**config.mk**
```make
export PLATFORM = sky130hd
export DESIGN_NAME = ir_pipe
export DESIGN_NICKNAME = d
export VERILOG_FILES = /design/src/rtl/ir_pipe.sv
export SDC_FILE = /design/constraint.sdc
export NUM_CORES = 1
export LEC_CHECK = 0
export CORE_UTILIZATION = 50
export DETAILED_ROUTE_END_ITERATION = 10
export PLACE_DENSITY = 0.77
export SLEW_MARGIN = 20
export SYNTH_ARGS = -nofsm -noshare
export SYNTH_HDL_FRONTEND = slang
export SYNTH_SLANG_ARGS = --single-unit
```
**constraint.sdc**
```tcl
create_clock -name iClk -period 4.1 [get_ports iClk]
set_clock_uncertainty 0.2 [all_clocks]
set_input_delay 0.82 -clock iClk [delete_from_list [all_inputs] [get_ports iClk]]
set_output_delay 0.82 -clock iClk [all_outputs]
set_load 0.01 [all_outputs]
```
**src/rtl/ir_pipe.sv**
```systemverilog
// ir_pipe: buffered instruction register between fetch and execute.
// Instruction words arrive over a valid/ready handshake and wait in a small
// prefetch queue. The head word is decoded and held in a registered output
// stage with its own valid/ready handshake.
// Optional feature macro: IR_PARITY_EN adds the iParity input and a per-word
// even-parity error flag that is delivered on oParityErr.
module ir_pipe #(
    parameter int DATA_W = 32,
    parameter int OP_W   = 4,
    parameter int CD_W   = 4,
    parameter int ADDR_W = 12,
    parameter int DEPTH  = 2,
    parameter logic [OP_W-1:0] BRA_OP = 4'b0001,
    localparam int LVL_W = $clog2(DEPTH + 1),
    localparam int PTR_W = $clog2(DEPTH)
) (
    input  logic              iClk,
    input  logic              iReset,
    input  logic              iFlush,
    input  logic              iValid,
    input  logic [DATA_W-1:0] iInstruction,
`ifdef IR_PARITY_EN
    input  logic              iParity,
`endif
    output logic              oReady,
    output logic              oValid,
    input  logic              iReady,
    output logic [OP_W-1:0]   oOpcode,
    output logic [CD_W-1:0]   oCDcode,
    output logic              oIsBranch,
    output logic              osrcType,
    output logic              odestType,
    output logic [ADDR_W-1:0] osrc1,
    output logic [ADDR_W-1:0] osrc2,
    output logic              oParityErr,
    output logic [LVL_W-1:0]  oLevel
);

    localparam logic [LVL_W-1:0] DEPTH_L = LVL_W'(DEPTH);

    logic [DATA_W-1:0] mem [DEPTH];
    logic [PTR_W-1:0]  wr_ptr;
    logic [PTR_W-1:0]  rd_ptr;
    logic [LVL_W-1:0]  level;

    logic              accept;
    logic              consume;
    logic              load_slot;
    logic              q_empty;
    logic              pop;
    logic              bypass;
    logic              push;
    logic [DATA_W-1:0] load_word;
    logic [OP_W-1:0]   load_op;
    logic [CD_W-1:0]   load_cd;
    logic              load_br;

    // Handshakes and output-stage load decision; the bypass path is only used
    // when the queue is empty, which keeps delivery strictly in order.
    assign oReady    = !iReset && (level < DEPTH_L);
    assign oLevel    = level;
    assign accept    = iValid && oReady;
    assign consume   = oValid && iReady;
    assign load_slot = !oValid || consume;
    assign q_empty   = (level == '0);
    assign pop       = load_slot && !q_empty;
    assign bypass    = load_slot && q_empty && accept;
    assign push      = accept && !bypass;

    // Field extraction of the word about to enter the output stage.
    assign load_word = q_empty ? iInstruction : mem[rd_ptr];
    assign load_op   = load_word[DATA_W-1 -: OP_W];
    assign load_cd   = load_word[DATA_W-OP_W-1 -: CD_W];
    assign load_br   = (load_op == BRA_OP);

    // Queue storage; stale entries are harmless because pointers gate reads.
    always_ff @(posedge iClk) begin
        if (push) begin
            mem[wr_ptr] <= iInstruction;
        end
    end

    // Pointers, occupancy and the registered decode stage.
    always_ff @(posedge iClk) begin
        if (iReset) begin
            wr_ptr    <= '0;
            rd_ptr    <= '0;
            level     <= '0;
            oValid    <= 1'b0;
            oOpcode   <= '0;
            oCDcode   <= '0;
            oIsBranch <= 1'b0;
            osrcType  <= 1'b0;
            odestType <= 1'b0;
            osrc1     <= '0;
            osrc2     <= '0;
        end else if (iFlush) begin
            wr_ptr <= '0;
            rd_ptr <= '0;
            level  <= '0;
            oValid <= 1'b0;
        end else begin
            if (push) begin
                wr_ptr <= wr_ptr + PTR_W'(1);
            end
            if (pop) begin
                rd_ptr <= rd_ptr + PTR_W'(1);
            end
            case ({push, pop})
                2'b10:   level <= level + LVL_W'(1);
                2'b01:   level <= level - LVL_W'(1);
                default: level <= level;
            endcase
            if (load_slot) begin
                oValid <= pop || bypass;
                if (pop || bypass) begin
                    oOpcode   <= load_op;
                    oCDcode   <= load_br ? load_cd : '0;
                    oIsBranch <= load_br;
                    osrcType  <= load_word[DATA_W-OP_W-1];
                    odestType <= load_word[DATA_W-OP_W-2];
                    osrc1     <= load_word[2*ADDR_W-1:ADDR_W];
                    osrc2     <= load_word[ADDR_W-1:0];
                end
            end
        end
    end

`ifdef IR_PARITY_EN
    logic err_mem [DEPTH];
    logic in_err;
    logic load_err;

    assign in_err   = ^{iInstruction, iParity};
    assign load_err = q_empty ? in_err : err_mem[rd_ptr];

    // Per-entry parity error, queued alongside its word.
    always_ff @(posedge iClk) begin
        if (push) begin
            err_mem[wr_ptr] <= in_err;
        end
    end

    // Parity flag travels with the presented word; bad words still go out.
    always_ff @(posedge iClk) begin
        if (iReset) begin
            oParityErr <= 1'b0;
        end else if (!iFlush && load_slot && (pop || bypass)) begin
            oParityErr <= load_err;
        end
    end
`else
    assign oParityErr = 1'b0;
`endif

endmodule
```
==> metrics.txt, run 1 <==
status finished clean; remaining global-route overflow 0; Die W 93.1 um; clk slew on worst S/H paths 0.09 ns; required time of the critical path 3.08 ns; most common cell after layout, fill and taps aside clkdlybuf4s50_1; GR Util All Layers 19.2%; Worst Path Max Fanout 3; Internal Power 0.00149 W; Tmin final 3.03 ns; Post-synth ARST share 0%; cell taking the most area after synthesis edfxtp_1; Startpoint Class input port; relative slew slack 58.2%; Tightest Pin Transition 0.626 ns; CTS Buf Count 9; TritonCTS clock tree yes; Routed wire per std cell 15.3 um; postcts setup bufs 0; Final nets 438; type of the worst setup path in -> out; wire length of the first global-routing pass 12700 um; highest clock rate 330 MHz; Final Cycle Share 73.9%; most frequent cells in the layout clkdlybuf4s50_1 (75), edfxtp_1 (64), nand2_1 (59); Hold Crit Class reg -> reg; H-tree levels 3; die area 8670 um2; clock root cell clkbuf_8; DR vias 2700; Initial DRC Count 144; setup slack, reg-to-reg 1.77 ns; Sw Share 22.0%; CTS resizes 0; sw power 0.000420 W; Max-Cap Viols 0; initial core utilization 52.6%; Final ANT Viol Nets 0; post-DP HPWL 5180 um; final wirelength 7760 um; Slowest cell on crit path clkdlybuf4s50_1; Post-Place Setup Slack 0.908 ns; endpoints failing setup 0; largest stage delay on the critical path 0.57 ns; die height 93.1 um; Hold Vio Cnt, Final 0; number of detailed-route iterations in the first pass 4; maximum vdd drop 0.201 mV; Via density 5.33; element type at the critical path end output pin; port buffer count 75; power share of the combinational group 7.0%; Cell Chain, Critical Path clkdlybuf4s50_1 -> nor2_1 -> clkdlybuf4s50_1; fill count 613; clk_lat worst skew 0.36 ns; RSZ-0062 raised after global routing false; Setup TNS 0 ns; n_diodes 0; Worst Min Path Start osrc2[4]$_SDFFE_PP0P_; fin. max-slew vios 0; Clock Tree Buf Depth 2; # DRC 0; Worst path most repeated cell clkdlybuf4s50_1; number of global-route vias before repair 2606; Seq cells post-synth 105; Mapped Cells 331; initial antenna violation count 0; synth unique cells 32; Power Density 368 nW/um2; Clk pwr share 33.4%; final worst slack 1.07 ns; top cell type's share of synthesized area 46.3%; gpl congestion 0.791; sequential share of power 59.6%; Synth Flop Type edfxtp_1; top post-synthesis cells by area edfxtp_1 (46%), dfxtp_1 (20%), mux2i_1 (7.7%), nand2_1 (5.3%), o211ai_1 (5.1%); clk sink count 105; origin of the worst setup path iReset; reg-to-reg startpoint oValid$_SDFFE_PP0N_; I/O pin cnt 77; Static Leak 1.57 nW; Layout area overhead 25.1%; post-synthesis sequential area ratio 66.1%; Hold Buf Count CTS 0; Post-Synthesis Cell Area 4150 um2; crit path DAT 2.01 ns; largest net degree at the start of global routing 61; Post-synth EDFFs 64; Row Count 32; post-synth net total 369; share of cells above drive strength 1 8.40%; synth warn 0; mean post-synth cell area 12.5 um2; CORE AREA 7890 um2
[final timing paths]
| kind | endpoint | cells after the start |
|---|---|---|
| min | osrc2[4]$_SDFFE_PP0P_ | 2 |
| max | oReady | 3 |
| max reg2reg | mem[1][5]$_DFFE_PP_ | 4 |
| min reg2reg | osrc2[4]$_SDFFE_PP0P_ | 2 |
[flip-flops by register name, summed over array words and instances, names as in the netlist, named ones only]
register / count
mem: 64
oCDcode: 4
oIsBranch: 1
oLevel: 2
oOpcode: 4
oValid: 1
odestType: 1
osrc1: 12
osrc2: 12
osrcType: 1
rd_ptr: 1
wr_ptr: 1
[cell families (layout without fill, tap and decap cells)]
kind of cell,Yosys count,count (layout),share of synthesized area [%]
flip-flops,105,105,66.1
AND/OR/NAND/NOR,82,82,8.41
AO/OA/AOI/OAI,72,72,11.5
multiplexers,34,34,8.53
buffers and inverters,31,105,4.04
XOR/XNOR,5,5,1.06
adder cells (fa/ha/maj),1,1,0.302
other,1,1,0.0904
[per-layer routing]
metal	GRT usage [%]	up-vias	part of all wire [%]
met3	2.44	8	3.1
met2	31.9	59	50
met4	7.56	0	1.3
met1	25.7	1302	46
li1	-	1331	-
met5	0	-	0
[through the flow]
stage	cell area (um2)	power (W)	hold WS, ns	std cells	util, %
detailed placement	4990	0.00130	0.244	491	63.2
global route	5190	0.00197	0.284	507	65.8
floorplan	4150	0.00122	0.273	331	-
finish	5190	0.00191	0.258	507	65.8
global placement	4990	0.00130	0.242	491	63.2
CTS	5190	0.00192	0.261	507	65.8
[critical path, delay by kind of cell]
kind	cells	cell delay, ns
buf+inv	2	1.00
simple gates	1	0.18
[power by group through the flow]
stage | sequential (W) | clock, W | combinational [W]
final | 0.00114 | 0.000638 | 0.000134
after global routing | 0.00114 | 0.000685 | 0.000146
after CTS | 0.00114 | 0.000649 | 0.000136
after detailed placement | 0.00116 | 0 | 0.000135
after global placement | 0.00116 | 0 | 0.000133
after floorplan | 0.00117 | 0 | 0.0000486
[Yosys cell counts, types with 2 or more instances]
library cell / n
edfxtp_1: 64
nand2_1: 59
dfxtp_1: 41
a21oi_1: 33
mux2i_1: 32
o211ai_1: 28
nor3_1: 9
buf_2: 8
clkbuf_1: 8
inv_1: 7
nor2_1: 7
buf_4: 5
o32ai_1: 4
xnor2_1: 4
buf_6: 3
nor2b_1: 2
o21ai_0: 2
[cell type report]
class	count	area (um2)	area share (%)
inverter	7	26.3	0.506
clock buffer	9	124	2.39
clock inverter	7	78.8	1.52
tap	102	128	2.46
multi-input combinational	195	1260	24.3
timing repair buffer	82	828	16.0
sequential	105	2740	52.9
(Power assumes the default switching activity.)
==> inputs of run 2 (changes only) <==
==> constraint.sdc (replaced) <==
create_clock -name iClk -period 3 [get_ports iClk]
set_clock_uncertainty 0.2 [all_clocks]
set_input_delay 0.6 -clock iClk [delete_from_list [all_inputs] [get_ports iClk]]
set_output_delay 0.6 -clock iClk [all_outputs]
set_load 0.01 [all_outputs]
==> metrics.txt, run 2 (synthesized netlist as in run 1, its figures left out) <==
required time of the critical path 2.20 ns; Final ANT Viol Nets 0; Internal Power 0.00213 W; Worst Min Path Start osrc2[10]$_SDFFE_PP0P_; Layout area overhead 26.1%; postcts setup bufs 0; crit path DAT 1.80 ns; clk slew on worst S/H paths 0.10 ns; clock root cell clkbuf_8; die height 93.1 um; Clk pwr share 35.6%; power share of the combinational group 6.9%; most common cell after layout, fill and taps aside clkdlybuf4s50_1; Hold Crit Class reg -> reg; Power Density 517 nW/um2; Final Cycle Share 86.8%; clk sink count 105; RSZ-0062 raised after global routing false; I/O pin cnt 77; final core utilization 66.4%; Hold Vio Cnt, Final 0; wire length of the first global-routing pass 13100 um; CORE AREA 7890 um2; largest registers mem: 64 flops, osrc1: 12 flops, osrc2: 12 flops; DR vias 2734; Initial DRC Count 143; Max-Cap Viols 0; Startpoint Class input port; finished layout cell area 5230 um2; maximum vdd drop 0.304 mV; number of detailed-route iterations in the first pass 4; Die W 93.1 um; relative slew slack 53.8%; Clock Tree Buf Depth 2; origin of the worst setup path iReset; Routed wire per std cell 15.9 um; number of flip-flops in the largest register 64; Sw Share 21.5%; clk_lat worst skew 0.35 ns; GR Util All Layers 19.7%; gpl congestion 0.851; fill count 592; sw power 0.000581 W; largest net degree at the start of global routing 61; Tightest Pin Transition 0.690 ns; Via density 5.36; Tmin final 2.60 ns; highest clock rate 384 MHz; Setup TNS 0 ns; TritonCTS clock tree yes; status finished clean; CTS resizes 0; remaining global-route overflow 0; type of the worst setup path in -> out; fin. max-slew vios 0; sequential share of power 57.5%; share of cells above drive strength 1 9.07%; Row Count 32; Non-Filler Instances 510; # DRC 0; Final nets 441; placed cell area 5010 um2; Worst Path Max Fanout 3; setup slack, reg-to-reg 0.64 ns; Inst Count DP 494; initial antenna violation count 0; die area 8670 um2; H-tree levels 3; element type at the critical path end output pin; Static Leak 1.59 nW; final wirelength 8110 um; endpoints failing setup 0; CTS Buf Count 9; number of global-route vias before repair 2656; most frequent cells in the layout clkdlybuf4s50_1 (75), edfxtp_1 (64), nand2_1 (59); post-DP HPWL 5300 um; Hold Buf Count CTS 0; reg-to-reg startpoint oLevel[1]$_SDFFE_PP0P_; Top reg by flops mem; initial core utilization 52.6%; port buffer count 75; n_diodes 0
==> run 2: changes by cell type in the layout (fill, tap and decap cells not counted), sizes merged <==
cell / delta
buf: +3
inv: +1
clkbuf: +1
clkinv: -3
bufinv: +1
==> run 2: path summary, 6_finish.rpt <==
check / to / depth (start not counted)
worst max-delay path: oReady / 3
worst max register to register: oCDcode[1]$_SDFFE_PP0P_ / 5
worst min register to register: osrc2[10]$_SDFFE_PP0P_ / 2
worst min-delay path: osrc2[10]$_SDFFE_PP0P_ / 2
==> run 2: critical path, stage by stage <==
cell and delay, ns:
clkdlybuf4s50_1 0.45, nor2_1 0.18, clkdlybuf4s50_1 0.57
==> run 2: metrics by stage <==
stage | power [W] | setup WS (ns) | hold slack, ns
after floorplan | 0.00166 | -0.107 | 0.273
after global placement | 0.00177 | 0.192 | 0.244
after detailed placement | 0.00178 | 0.132 | 0.242
after CTS | 0.00273 | 0.393 | 0.263
after global routing | 0.00279 | 0.342 | 0.278
final | 0.00271 | 0.395 | 0.259
==> run 2: final cells by class <==
class | instances | area (um2) | share of cell area [%]
Timing Repair Buffer | 85 | 851 | 16.3
Multi-Input combinational cell | 195 | 1260 | 24.1
Inverter | 7 | 26.3 | 0.502
Tap cell | 102 | 128 | 2.44
Sequential cell | 105 | 2740 | 52.4
Clock inverter | 6 | 96.3 | 1.84
Clock buffer | 10 | 128 | 2.44
==> run 2: power groups by stage <==
stage | Combinational, W | Sequential, W | Clock [W]
final | 0.000186 | 0.00156 | 0.000965
after global routing | 0.000201 | 0.00156 | 0.00103
after floorplan | 0.0000665 | 0.00160 | 0
after CTS | 0.000187 | 0.00156 | 0.000983
after detailed placement | 0.000187 | 0.00159 | 0
after global placement | 0.000183 | 0.00159 | 0
==> run 2: layer usage <==
| metal | vias to the layer above | wire, um | global-route usage, % |
|---|---|---|---|
| met1 | 1310 | 3860 | 27.6 |
| met5 | - | 0 | 0 |
| li1 | 1337 | - | - |
| met2 | 79 | 3910 | 31.5 |
| met3 | 8 | 307 | 2.76 |
| met4 | 0 | 37 | 6.79 |
